## src/rtl/capture_pkg.sv

```systemverilog
// Shared types and widths for the frame-window capture path.
package capture_pkg;

    localparam int PIX_W        = 2;
    localparam int WORD_W       = 32;
    localparam int PIX_PER_WORD = 16;

    typedef enum logic [1:0] {
        IDLE     = 2'd0,
        WAIT_SOF = 2'd1,
        CAPTURE  = 2'd2
    } state_t;

endpackage

```

## src/rtl/sync_fifo.sv

```systemverilog
// Single-clock show-ahead FIFO; a push into a full FIFO is accepted only when a pop happens in the same cycle.
module sync_fifo #(
    parameter int WIDTH = 32,
    parameter int DEPTH = 16
) (
    input  logic             clk,
    input  logic             rst_n,
    input  logic             clear,
    input  logic             push,
    input  logic [WIDTH-1:0] push_data,
    input  logic             pop,
    output logic             full,
    output logic             empty,
    output logic [WIDTH-1:0] head
);

    localparam int AW = (DEPTH > 1) ? $clog2(DEPTH) : 1;

    logic [WIDTH-1:0] mem [DEPTH];
    logic [AW:0]      wr_ptr;
    logic [AW:0]      rd_ptr;
    logic             do_pop;
    logic             do_push;

    // Pointers carry one wrap bit so full and empty are distinguishable.
    assign empty   = (wr_ptr == rd_ptr);
    assign full    = (wr_ptr[AW] != rd_ptr[AW]) && (wr_ptr[AW-1:0] == rd_ptr[AW-1:0]);
    assign do_pop  = pop && !empty;
    assign do_push = push && (!full || do_pop);
    assign head    = empty ? '0 : mem[rd_ptr[AW-1:0]];

    always_ff @(posedge clk or negedge rst_n) begin
        if (!rst_n) begin
            wr_ptr <= '0;
            rd_ptr <= '0;
        end else if (clear) begin
            wr_ptr <= '0;
            rd_ptr <= '0;
        end else begin
            if (do_push) begin
                wr_ptr <= wr_ptr + (AW+1)'(1);
            end
            if (do_pop) begin
                rd_ptr <= rd_ptr + (AW+1)'(1);
            end
        end
    end

    always_ff @(posedge clk) begin
        if (do_push && !clear) begin
            mem[wr_ptr[AW-1:0]] <= push_data;
        end
    end

endmodule

```

## src/rtl/capture_packer.sv

```systemverilog
// Captures one rectangular window of a pixel raster, packs 16 2-bit pixels per 32-bit word,
// and streams the words out through a small FIFO.
module capture_packer
    import capture_pkg::*;
#(
    parameter int COL_START  = 100,
    parameter int ROW_START  = 0,
    parameter int WIN_W      = 256,
    parameter int WIN_H      = 256,
    parameter int FIFO_DEPTH = 16
) (
    input  logic              i_Clk,
    input  logic              i_Rst_n,
    input  logic              i_Arm,
    input  logic              i_Pix_Valid,
    input  logic [9:0]        i_Row,
    input  logic [9:0]        i_Col,
    input  logic [PIX_W-1:0]  i_Pixel,
    output logic [WORD_W-1:0] o_Data,
    output logic              o_Valid,
    input  logic              i_Ready,
    output logic              o_Busy,
    output logic              o_Done,
    output logic              o_Overflow,
    output state_t            o_State
);

    localparam int NUM_WORDS = (WIN_W * WIN_H) / PIX_PER_WORD;
    localparam int WC_W      = (NUM_WORDS > 1) ? $clog2(NUM_WORDS) : 1;

    localparam logic [10:0]     ROW_LO    = 11'(ROW_START);
    localparam logic [10:0]     ROW_HI    = 11'(ROW_START + WIN_H);
    localparam logic [10:0]     COL_LO    = 11'(COL_START);
    localparam logic [10:0]     COL_HI    = 11'(COL_START + WIN_W);
    localparam logic [WC_W-1:0] LAST_WORD = WC_W'(NUM_WORDS - 1);
    localparam logic [3:0]      LAST_PIX  = 4'(PIX_PER_WORD - 1);

    state_t              state;
    state_t              state_next;
    logic [WORD_W-1:0]   shift_reg;
    logic [3:0]          pix_cnt;
    logic [WC_W-1:0]     word_cnt;
    logic                done_q;
    logic                overflow_q;

    logic                in_window;
    logic                sof_hit;
    logic                arm_idle;
    logic                take;
    logic                word_push;
    logic                last_word;
    logic [WORD_W-1:0]   word;
    logic                fifo_full;
    logic                fifo_empty;
    logic                pop;

    assign in_window = i_Pix_Valid
                    && ({1'b0, i_Row} >= ROW_LO) && ({1'b0, i_Row} < ROW_HI)
                    && ({1'b0, i_Col} >= COL_LO) && ({1'b0, i_Col} < COL_HI);
    assign sof_hit   = in_window && (i_Row == 10'(ROW_START)) && (i_Col == 10'(COL_START));
    assign arm_idle  = i_Arm && (state == IDLE);
    assign take      = ((state == WAIT_SOF) && sof_hit) || ((state == CAPTURE) && in_window);
    assign word      = {shift_reg[WORD_W-PIX_W-1:0], i_Pixel};
    assign word_push = take && (pix_cnt == LAST_PIX);
    assign last_word = word_push && (word_cnt == LAST_WORD);

    // Stream handshake: o_Valid means o_Data holds the head word; a word transfers on
    // every rising edge where o_Valid && i_Ready, and o_Data/o_Valid hold until then.
    assign pop = o_Valid && i_Ready;

    always_ff @(posedge i_Clk or negedge i_Rst_n) begin
        if (!i_Rst_n) begin
            state <= IDLE;
        end else begin
            state <= state_next;
        end
    end

    always_comb begin
        state_next = state;
        case (state)
            IDLE:     if (i_Arm)     state_next = WAIT_SOF;
            WAIT_SOF: if (sof_hit)   state_next = CAPTURE;
            CAPTURE:  if (last_word) state_next = IDLE;
            default:                 state_next = IDLE;
        endcase
    end

    always_comb begin
        o_Busy     = (state != IDLE);
        o_Done     = done_q;
        o_Overflow = overflow_q;
        o_State    = state;
    end

    // Word count advances even on a dropped word so the frame length is preserved.
    always_ff @(posedge i_Clk or negedge i_Rst_n) begin
        if (!i_Rst_n) begin
            shift_reg  <= '0;
            pix_cnt    <= '0;
            word_cnt   <= '0;
            done_q     <= 1'b0;
            overflow_q <= 1'b0;
        end else begin
            done_q <= last_word;
            if (arm_idle) begin
                pix_cnt    <= '0;
                word_cnt   <= '0;
                overflow_q <= 1'b0;
            end
            if (take) begin
                shift_reg <= word;
                pix_cnt   <= pix_cnt + 4'd1;
            end
            if (word_push) begin
                word_cnt <= last_word ? '0 : word_cnt + WC_W'(1);
                if (fifo_full && !pop) begin
                    overflow_q <= 1'b1;
                end
            end
        end
    end

    sync_fifo #(
        .WIDTH (WORD_W),
        .DEPTH (FIFO_DEPTH)
    ) u_fifo (
        .clk       (i_Clk),
        .rst_n     (i_Rst_n),
        .clear     (arm_idle),
        .push      (word_push),
        .push_data (word),
        .pop       (pop),
        .full      (fifo_full),
        .empty     (fifo_empty),
        .head      (o_Data)
    );

    assign o_Valid = !fifo_empty;

endmodule
```

## config.mk

```make
export PLATFORM = sky130hd
export DESIGN_NAME = capture_packer
export DESIGN_NICKNAME = d
export VERILOG_FILES = /design/src/rtl/capture_pkg.sv /design/src/rtl/sync_fifo.sv /design/src/rtl/capture_packer.sv
export SDC_FILE = /design/constraint.sdc
export NUM_CORES = 1
export LEC_CHECK = 0
export ABC_AREA = 1
export CAP_MARGIN = 40
export CELL_PAD_IN_SITES_DETAIL_PLACEMENT = 1
export CELL_PAD_IN_SITES_GLOBAL_PLACEMENT = 2
export CORE_ASPECT_RATIO = 1.4
export CORE_UTILIZATION = 47
export CTS_CLUSTER_SIZE = 24
export DETAILED_ROUTE_END_ITERATION = 8
export PLACE_DENSITY = 0.84
export SYNTH_ARGS = -nofsm -noshare
export SYNTH_HDL_FRONTEND = slang
export SYNTH_SLANG_ARGS = --single-unit
```

## constraint.sdc

```tcl
create_clock -name i_Clk -period 6.5 [get_ports i_Clk]
set_input_delay 1.625 -clock i_Clk [delete_from_list [all_inputs] [get_ports i_Clk]]
set_output_delay 1.625 -clock i_Clk [all_outputs]
set_load 0.1 [all_outputs]
```

### Yosys cells after proc, flatten, opt, wreduce, memory -nomap -nowiden

Memories as Yosys holds them, arrays and structs flattened.
Cells that the tools add are included.

* bits in writable memories: 512
* input port bits: 27
* register bits after elaboration: 60
* memories kept: 1
* word-level logic and storage cells: 76
* output and inout bits: 38

* equal/unequal tests: 11
* reduce and logical (&&, ||, !) cells: 30
* multiplexer cells: 19
* add/subtract/negate cells: 4
* magnitude comparators: 3

Memories
* u_fifo.mem: depth 16, bits a word 32, rd ports 1, clocked after memory_dff 0, wr ports 1, line sync_fifo.sv:19 `logic [WIDTH-1:0] mem [DEPTH];`

Operators with widths (count)
* $mux 12: 3
* $mux 32: 1
* $lt 10x9->1 const B: 2
* $mux 5: 4
* $logic_and 1x1->1: 16
* $add 12x1->12 const B: 1
* $eq 12x12->1 const B: 1
* $add 5x1->5 const B: 2
* $eq 10x7->1 const B: 1
* $ge 10x7->1 const B: 1
* $logic_not 10->1: 1
* $reduce_bool 2->1: 5
* $mux 4: 2
* $mux 2: 3
* $ne 2x2->1 const B: 3
* $pmux 2 s3: 1
* $eq 5x5->1: 1
* $mux 1: 5
* $add 4x1->4 const B: 1
* $eq 4x4->1: 1
* $eq 4x4->1 const B: 1
* $logic_not 1->1: 4
* $reduce_and 3->1: 1
* $eq 2x1->1 const B: 1
* 4 further kinds: 5

### Logic depth before layout (Yosys ltp)

* word-level depth: 13
* gate-level depth with buffers: 13
* depth with buffers taken out: 12

### Cells and area by module

From an unflattened synthesis, not the netlist that was laid out.

* cell total of the unflattened synthesis: 2141
* area total of the unflattened synthesis: 24101.9 um2

Modules (own cells, without submodules)
* sync_fifo: cells an instance 1840, times used 1, sequential area each 15625.0 um2, area each 21658.3 um2
* capture_packer: cells an instance 301, times used 1, sequential area each 1251.2 um2, area each 2443.6 um2

### Worst setup path before layout

OpenSTA, ideal clock, no wires.

* path kind: register to output
* start: register u_fifo.rd_ptr[0]
* end: output o_Data[11]
* data required time: 4.875 ns
* buffers on the path: 2
* arrival time: 3.155 ns
* path slack: 1.720 ns
* cell stages (with the launch flop): 8
* cell sequence: dfrtp_1 buf_6 xnor2_1 nand4_1 or2_2 inv_1 buf_2 a31oi_1

* cells in the longest elaborated chain, start to end: 2
* elaborated cells between the ends (all ways): 3
* classes of those cells: 1 x eq/ne; 1 x mux; 1 x memory

RTL lines
* start, declared: line sync_fifo.sv:21 `logic [AW:0] rd_ptr;`
* start signal, assigned: line sync_fifo.sv:44 `rd_ptr <= rd_ptr + (AW+1)'(1);`
* $mem_v2 16x32 or $eq 5x5->1 (tied branches)
* $mux 32 (*): line sync_fifo.sv:30 `assign head = empty ? '0 : mem[rd_ptr[AW-1:0]];`
* end, declared: line capture_packer.sv:19 `output logic [WORD_W-1:0] o_Data,`

Every way passes the cells marked *; elsewhere a longest branch is shown, timed or not.

### Worst setup path after layout

* start: register u_fifo.rd_ptr[0]
* end: output o_Data[15]

Same word-level chain as after synthesis.

==> results.cfg <==
[timing]
period_share_pct = 85.8
hold_viol_final = 0
finalClockSkew_ns = 0.0170
tns_ns = 0
worst_pin_slew_ns = 0.964
rsz0062_at_grt = no
drv_slew = 0
layout_min_cycle_time_ns = 5.58
slew_headroom_pct = 35.7
fmax_ghz = 0.179
setup_viol = 0

[clock_network]
cts_setup_buffers = 0
cts_root_buffer = clkbuf_16
htree_levels = 2
path_clk_slew_ns = 0.06
cts_tree = built
cts_buffer_depth = 3
clk_latency_ns = 0.59
cts_hold_repair.buffers = 0
ctsResizeCount = 0
cts_buffers = 53
cts_sinks = 572

[die]
dieArea_um2 = 50100
die-width_um = 189
core-area_um2 = 48300
io_pins = 65
die_h_um = 264
row_count = 95
initial_core_util_pct = 47.9

[global_routing]
grt_pass1_wl_um = 95500
grt_use_met2_pct = 45.6
grt_use_met1_pct = 32.3
grt_busiest_layer = met2
track_usage_pct = 25.5
grt_pass1_vias = 15700
antenna_found_initial = 0
grt_overflow = 0
grt_max_degree = 178
gr-usage-met3_pct = 2.45

[placement]
dpl-instance-area_um2 = 24800
dp_cells = 2450
routabilityCongestion = 0.741
dp_hpwl_um = 36500
io_buffers = 64

[setup_path]
worst_ep_arrival_time_ns = 3.95
end_kind = output pin
crit_buf_inv = 3
rrSetupSlack_ns = 3.24
cp_common_cell = buf_4
cp-start-kind = flip-flop
crit_required_ns = 4.88
crit_fanout = 107
max_stage_delay_ns = 0.66
cpLargestDelayFamily = buffers and inverters
crit_type = flip-flop to output pin
cpMaxStageDelayCell = buf_4
crit_chain = inv_6, buf_4, nor2_1, o32ai_1, nand2_1, a31oi_1, buf_4

[finish]
finalInstanceArea_um2 = 26400
drive_gt1_share_pct = 10.3
fin_cells = 2546
fillers = 4849
multi_input_area_um2 = 5540
largest_register_ffs = 512
layout.nets = 1909
seqCellArea_um2 = 16900
antenna_cells = 0
areaGrowthSynthToFinish_pct = 14.4

[drt]
drtAntennaViolNets = 0
drc = 0
wl_per_cell_um = 24.6
via_per_inst = 5.85
drt_iter0_markers = 1000
wirelength_um = 62600
dr_total_vias = 14900
dr.pass1.iters = 5

[power]
p_per_area_nw_per_um2 = 437
ir_worst_vdd_mv = 0.557
combPwrFrac_pct = 38.7
internal_power_mw = 6.71
power_switching_mw = 4.85
p_clk_share_pct = 26.3
p_leak_nw = 7.67
swShare_pct = 41.9
power_frac_seq_pct = 35.0

[synthesis]
ys.warnings.count = 0
yosys_most_used_dff = edfxtp_1
ys_seq_area_share_pct = 73.0
yosysTopAreaCellShare_pct = 66.5
synth_area_per_cell_um2 = 12.8
syn_area_um2 = 23100
async_flop_share_pct = 10.5
synth_commonest_cells = 512 x edfxtp_1, 342 x nor2_1, 223 x o21ai_0, 162 x nand2_1, 72 x inv_1
ys_types = 40
ys_ff_latch = 572
synthesis.instances = 1806
synth_area_leaders = edfxtp_1 67%, dfrtp_1 6.5%, nor2_1 5.6%
post-synth-top-area-cell = edfxtp_1
synth_nets = 1840
synth_edf_count = 512
synth.most_common_cell = edfxtp_1

[run]
maxCapViolCount = 0

[status]
status = finished, final reports clean

[worst_hold_path]
hold_class = flip-flop to flip-flop
[cells in the final DEF, fill, tap and decap left out, types with 11 or more instances in the layout]
master	netlist	layout
clkdlybuf4s50_1	0	36
nand2_1	162	162
o32ai_1	52	52
nand3_1	53	53
nor2_1	342	329
buf_4	11	70
clkbuf_16	0	53
o21ai_0	223	223
mux2i_1	42	42
dfrtp_1	60	57
edfxtp_1	512	512
xor2_1	11	11
o211ai_1	28	28
a21oi_1	26	26
nor2_4	0	17
inv_1	72	71
clkinv_1	2	15
clkinv_2	1	11
o221ai_1	36	36
[final cells by class]
type / count / area share [%]
Multi-Input combinational cell: 1045 / 20.9
Inverter: 76 / 1.10
Tap cell: 630 / 2.98
Clock inverter: 30 / 0.970
Sequential cell: 572 / 63.8
Clock buffer: 66 / 5.35
Timing Repair Buffer: 127 / 4.83
[routing by layer]
| layer | wire, µm | share of wire, % | up-vias |
|---|---|---|---|
| li1 | - | - | 6701 |
| met4 | 1810 | 2.9 | 0 |
| met1 | 25200 | 40 | 7716 |
| met5 | 0 | 0 | - |
| met2 | 33200 | 53 | 375 |
| met3 | 2410 | 3.9 | 102 |
[power groups by stage]
| stage | registers, mW | clock network [mW] | logic (mW) |
|---|---|---|---|
| after global routing | 4.05 | 3.18 | 4.69 |
| final | 4.04 | 3.04 | 4.47 |
| after global placement | 4.12 | 0 | 4.26 |
| after detailed placement | 4.12 | 0 | 4.49 |
| after CTS | 4.04 | 3.08 | 4.51 |
| after floorplan | 4.06 | 0 | 3.28 |
[stage by stage]
stage | utilization, % | hold WS (ns) | total power, mW | setup WS (ns)
floorplan | - | 0.471 | 7.34 | 1.72
global placement | 50.6 | 0.489 | 8.38 | 1.60
detailed placement | 51.3 | 0.491 | 8.61 | 1.51
CTS | 54.8 | 0.509 | 11.6 | 0.881
global route | 54.8 | 0.543 | 11.9 | 0.752
finish | 54.8 | 0.501 | 11.6 | 0.921
[path summary, 6_finish.rpt]
kind,startpoint,endpoint,depth (start not counted)
worst max-delay path,u_fifo.rd_ptr[0],o_Data[15],7
worst min-delay path,o_Overflow,o_Overflow,2
worst max register to register,u_fifo.rd_ptr[2],u_fifo.mem[1][2],9
worst min register to register,o_Overflow,o_Overflow,2
max in group asynchronous,i_Rst_n,u_fifo.rd_ptr[0],3
min in group asynchronous,i_Rst_n,o_Done,2
[tightest hold or removal path, stage by stage (launching register included)]
cell and delay [ns]:
dfrtp_1 0.34, nand2_1 0.05, o21ai_0 0.07
[logic make-up after synthesis]
| kind of cell | synth area share, % |
|---|---|
| XOR/XNOR | 0.606 |
| AND/OR/NAND/NOR | 10.1 |
| buffers and inverters | 3.55 |
| flip-flops | 73.0 |
| multiplexers | 1.82 |
| AO/OA/AOI/OAI | 10.5 |
| adder cells (fa/ha/maj) | 0.379 |
(Power assumes the default switching activity.)
